### config.mk
export PLATFORM = sky130hd
export DESIGN_NAME = led_pwm_frame
export DESIGN_NICKNAME = d
export VERILOG_FILES = /design/src/rtl/led_pwm_frame.sv
export SDC_FILE = /design/constraint.sdc
export NUM_CORES = 1
export LEC_CHECK = 0
export ABC_AREA = 1
export BUFFER_PORTS_ARGS = -buffer_cell sky130_fd_sc_hd__buf_4
export CORE_MARGIN = 1.5
export CORE_UTILIZATION = 56
export CTS_CLUSTER_DIAMETER = 60
export CTS_CLUSTER_SIZE = 28
export DETAILED_ROUTE_END_ITERATION = 8
export MAX_ROUTING_LAYER = met4
export PLACE_DENSITY_LB_ADDON = 0.1
export SYNTH_ARGS = -nofsm -noshare
export SYNTH_HDL_FRONTEND = slang
export SYNTH_SLANG_ARGS = --single-unit
### constraint.sdc
create_clock -name CLK -period 5.87 [get_ports CLK]
set_input_delay 0.587 -clock CLK [delete_from_list [all_inputs] [get_ports CLK]]
set_output_delay 0.587 -clock CLK [all_outputs]
set_load 0.01 [all_outputs]
### src/rtl/led_pwm_frame.sv
// led_pwm_frame: frame-rate PWM pattern generator feeding a 12-bit LED
// shift-register serializer. Duty values are double-buffered (shadow ->
// active) and committed only when the PWM counter wraps, so one PWM
// period never mixes old and new settings.
module led_pwm_frame #(
    parameter int CHANNELS = 12,
    parameter int DUTY_W   = 4
) (
    input  logic                CLK,
    input  logic                RESET,
    input  logic                wr_en,
    input  logic [3:0]          wr_addr,
    input  logic [DUTY_W-1:0]   wr_data,
    input  logic                frame_tick,
    output logic [CHANNELS-1:0] rgb_x4,
    output logic                period_start,
    output logic                wr_err
);

    localparam logic [DUTY_W-1:0] CNT_MAX = '1;

    logic [DUTY_W-1:0]   shadow [CHANNELS];
    logic [DUTY_W-1:0]   active [CHANNELS];
    logic [DUTY_W-1:0]   pwm_cnt;

    logic                wrap;
    logic                addr_ok;
    logic [DUTY_W-1:0]   next_cnt;
    logic [DUTY_W-1:0]   next_active [CHANNELS];
    logic [CHANNELS-1:0] next_pattern;

    // Next counter, next active bank and the pattern they produce on a tick.
    // NOTE: every always_comb output gets a default before any condition,
    // otherwise a missed branch silently infers a latch.
    always_comb begin
        wrap     = (pwm_cnt == CNT_MAX);
        addr_ok  = (32'(wr_addr) < 32'(CHANNELS));
        next_cnt = wrap ? '0 : pwm_cnt + DUTY_W'(1);
        for (int i = 0; i < CHANNELS; i++) begin
            next_active[i]  = wrap ? shadow[i] : active[i];
            next_pattern[i] = (next_cnt < next_active[i]);
        end
    end

    // Shadow bank: host writes land here one cycle after the strobe.
    // NOTE: the duty banks are small register files, not RAM, and must read
    // as zero after reset, so they are reset entry by entry.
    always_ff @(posedge CLK or negedge RESET) begin
        if (!RESET) begin
            for (int i = 0; i < CHANNELS; i++) begin
                shadow[i] <= '0;
            end
        end else if (wr_en && addr_ok) begin
            shadow[wr_addr] <= wr_data;
        end
    end

    // Frame advance: counter, commit at wrap, registered pattern and pulse.
    // A commit in the same cycle as a write takes the pre-write shadow value
    // because both blocks sample shadow before the edge.
    // NOTE: sequential state uses non-blocking assignments so every register
    // sees the values from before the edge, regardless of block ordering.
    always_ff @(posedge CLK or negedge RESET) begin
        if (!RESET) begin
            pwm_cnt      <= '0;
            rgb_x4       <= '0;
            period_start <= 1'b0;
            for (int i = 0; i < CHANNELS; i++) begin
                active[i] <= '0;
            end
        end else begin
            period_start <= 1'b0;
            if (frame_tick) begin
                pwm_cnt      <= next_cnt;
                rgb_x4       <= next_pattern;
                period_start <= wrap;
                for (int i = 0; i < CHANNELS; i++) begin
                    active[i] <= next_active[i];
                end
            end
        end
    end

    // Out-of-range write flag, valid for the single cycle after the write.
    always_ff @(posedge CLK or negedge RESET) begin
        if (!RESET) begin
            wr_err <= 1'b0;
        end else begin
            wr_err <= wr_en && !addr_ok;
        end
    end

endmodule

==> impl_summary.log <==
[metrics] status: complete, no violations
[metrics] crit-path cells: ha_1 > nand3_2 > clkinv_1 > nor2_1 > ha_1 > a211oi_1 > nand2_1 > nand2_1
[metrics] tightest slew margin relative to the limit: 0.176
[metrics] share of cells above drive strength 1: 0.0863
[metrics] post-synth top area share: 0.496
[metrics] non-filler cells, final: 875
[metrics] final weighted congestion of routability-driven global placement: 0.890
[metrics] register-to-register setup slack: 2.60 ns
[metrics] count of instances resized after the clock tree is built: 0
[metrics] via count of the first global-routing pass: 4364
[metrics] TritonCTS Buffers: 17
[metrics] area leader, netlist: dfrtp_1
[metrics] root buffer cell: clkbuf_8
[metrics] Final min period: 3.27 ns
[metrics] HPWL reported at the end of detailed placement: 9030 microns
[metrics] core area: 9860 sq um
[metrics] Yosys Warn Count: 0
[metrics] clock skew after layout: 0.00641 ns
[metrics] number of setup buffers added after CTS: 0
[metrics] top area cells in the synthesized netlist: dfrtp_1, nand2_1, o21ai_0
[metrics] Worst path depth: 8
[metrics] final max-slew violation count: 0
[metrics] VDD IR max: 0.252 mV
[metrics] number of antenna diodes: 0
[metrics] die extent in y: 104 microns
[metrics] amount of wire on met2 after detailed routing: 5630 microns
[metrics] wire length of the first global-routing pass: 22300 microns
[metrics] top layer reached by signal wires: met4
[metrics] LEAKAGE: 3.40 nW
[metrics] Syn Std Cell Area: 5750 sq um
[metrics] Worst-Skew Late Latency: 0.53 ns
[metrics] CP Class: reg2reg
[metrics] Startpoint Class: flop
[metrics] routed wire length: 13200 microns
[metrics] number of DRC markers after the initial detailed-route iteration: 475
[metrics] critical path data required time: 6.33 ns
[metrics] terminus of the critical flop-to-flop path: rgb_x4[4]
[metrics] DR DRC count: 0
[metrics] number of nets with antenna violations after routing: 0
[metrics] slew of the pin with the lowest slew margin: 1.23 ns
[metrics] accumulated negative setup slack: 0 ns
[metrics] buffers plus inverters on the worst setup path: 1
[metrics] slowest library cell on the worst path: nor2_1
[metrics] post-synth net total: 757
[metrics] clock slew at the register clock pins of the worst setup and hold paths: 0.06 ns
[metrics] number of sinks on the clock net: 114
[metrics] capturing element type of the critical path: flop
[metrics] Area Overhead vs Synth: 13.9%
[metrics] synthesized area per cell: 8.12 sq um
[metrics] number of nets in the final layout: 778
[metrics] Crit Reg-Reg Startpoint: pwm_cnt[0]
[metrics] instance area at placement: 5980 sq um
[metrics] total grt overflow: 0
[metrics] Pwr Density: 539 nW/um^2
[metrics] number of endpoints failing setup at the final stage: 0
[metrics] delay-heaviest family, CP: simple AND/OR/NAND/NOR gates
[metrics] Max-Cap Viols: 0
[metrics] effective utilization at floorplan: 0.583
[metrics] top achievable clock speed: 0.305 GHz
[metrics] worst min-delay path class: in2async
[metrics] # placed instances: 843
[metrics] maximum buffer depth of the clock tree: 2
[metrics] area of the die: 10900 sq um
[metrics] Final Instance Area: 6550 sq um
[metrics] clock tree from TritonCTS: done
[metrics] routed length on met3: 607 microns
[metrics] GRT Overall Usage: 0.272
[metrics] gate count of the mapped netlist: 708
[metrics] drt wl/cell: 15.0 microns
[metrics] I/O pins: 26
[metrics] count of vias placed by the detailed router: 4616
[metrics] maximum number of pins on one net before global-route repair: 74
[metrics] unrepaired setup endpoints after global routing: no
[metrics] via count normalized by instance count: 5.28
[metrics] Std-Cell Rows: 36
[metrics] biggest cell delay along the critical path: 0.95 ns
[metrics] die width: 104 microns
[metrics] IO Port Bufs: 25
[metrics] Met1 Wirelength: 6720 microns
[metrics] drt first pass iters: 5
[metrics] crit path from: pwm_cnt[0]
[metrics] highest net fanout along the worst path: 16
[metrics] depth of the most critical reg-to-reg path: 8
[metrics] number of flip-flops and latches in the synthesized netlist: 114
[metrics] post-synth cell types: 22
[metrics] cts hold-fix bufs: 0
[metrics] CP arrival: 3.74 ns
[metrics] last element of the critical path: rgb_x4[4]
[metrics] register area share after synthesis: 0.496
[metrics] CTS H-Tree Depth: 4
[metrics] final worst-path cycle share: 0.558
[metrics] count of endpoints failing hold in the final timing report: 0
[metrics] initial antenna violation count: 0
[Yosys cell counts]
master,number
nand2_1,266
dfrtp_1,114
o21ai_0,93
inv_1,83
ha_1,37
o21ai_1,30
nand3_1,17
buf_2,14
a211oi_1,12
nand4_1,12
nor2_1,8
clkbuf_1,6
buf_6,5
nor3_2,2
xor2_1,2
and3_1,1
buf_1,1
clkbuf_2,1
inv_2,1
nand3_2,1
nor2_2,1
or2_2,1
[power by group]
part	total [mW]	switching [mW]	internal, mW	leakage, nW
Sequential	1.26	0.196	1.07	1.41
Clock	0.989	0.354	0.635	0.282
Combinational	1.28	0.747	0.528	1.70
Total	3.53	1.30	2.23	3.40
[registers in the layout, indices dropped and copies added, names as in the netlist]
name	flops
active	48
period_start	1
pwm_cnt	4
rgb_x4	12
shadow	48
wr_err	1
[worst min-delay path by stage]
stage                from          to  slack, ns  cells past startpoint
2_1_floorplan       RESET   active[0]       0.29                      0
4_1_cts             RESET  active[19]       0.20                      1
3_5_place_dp   active[36]  active[36]       0.46                      2
5_1_grt             RESET  active[19]       0.24                      1
3_3_place_gp   active[40]  active[40]       0.46                      2
6_report            RESET  active[19]       0.17                      1
[area by class of cell]
cell class                 count  area (sq um)
clock inverter                 9           105
clock buffer                  23           467
sequential                   114          2850
multi-input combinational    483          2420
timing repair buffer          29           218
tap                          133           166
inverter                      84           315
fill                         820          3320
[per-layer routing]
layer	global-route usage	vias up
li1	-	2321
met1	0.399	2161
met5	-	-
met2	0.373	109
met4	0.0933	0
met3	0.0564	25
[cell families (layout without fill, tap and decap cells)]
group | after synthesis | in the layout | share of synthesized area
simple gates | 309 | 309 | 0.215
compound gates | 135 | 135 | 0.123
flops | 114 | 114 | 0.496
buf+inv | 111 | 145 | 0.0823
fa+ha+maj | 37 | 37 | 0.0805
xor+xnor | 2 | 2 | 0.00305
[placed cells by master (no fill, tap or decap), types with 2 or more instances in the layout]
cell type,n
nand2_1,266
dfrtp_1,114
o21ai_0,93
inv_1,82
ha_1,37
o21ai_1,30
buf_4,29
nand3_1,17
clkbuf_16,16
nand4_1,12
a211oi_1,12
nor2_1,8
clkbuf_8,4
clkinv_2,4
clkbuf_1,3
xor2_1,2
nor3_2,2
clkinv_4,2
bufinv_16,2
[through the flow]
stage | hold slack (ns) | worst slack (ns) | power (mW) | utilization
3_5_place_dp | 0.463 | 2.64 | 2.53 | 0.606
2_1_floorplan | 0.291 | 3.62 | 2.13 | -
6_report | 0.173 | 2.60 | 3.53 | 0.664
5_1_grt | 0.245 | 2.30 | 3.84 | 0.664
3_3_place_gp | 0.458 | 2.78 | 2.45 | 0.606
4_1_cts | 0.205 | 2.58 | 3.55 | 0.664
[worst register-to-register path: stages, from the launching register on]
cell and delay (ns):
dfrtp_1 0.53, ha_1 0.46, nand3_2 0.29, clkinv_1 0.13, nor2_1 0.95, ha_1 0.43, a211oi_1 0.25, nand2_1 0.10
nand2_1 0.06
(Power assumes the default switching activity.)
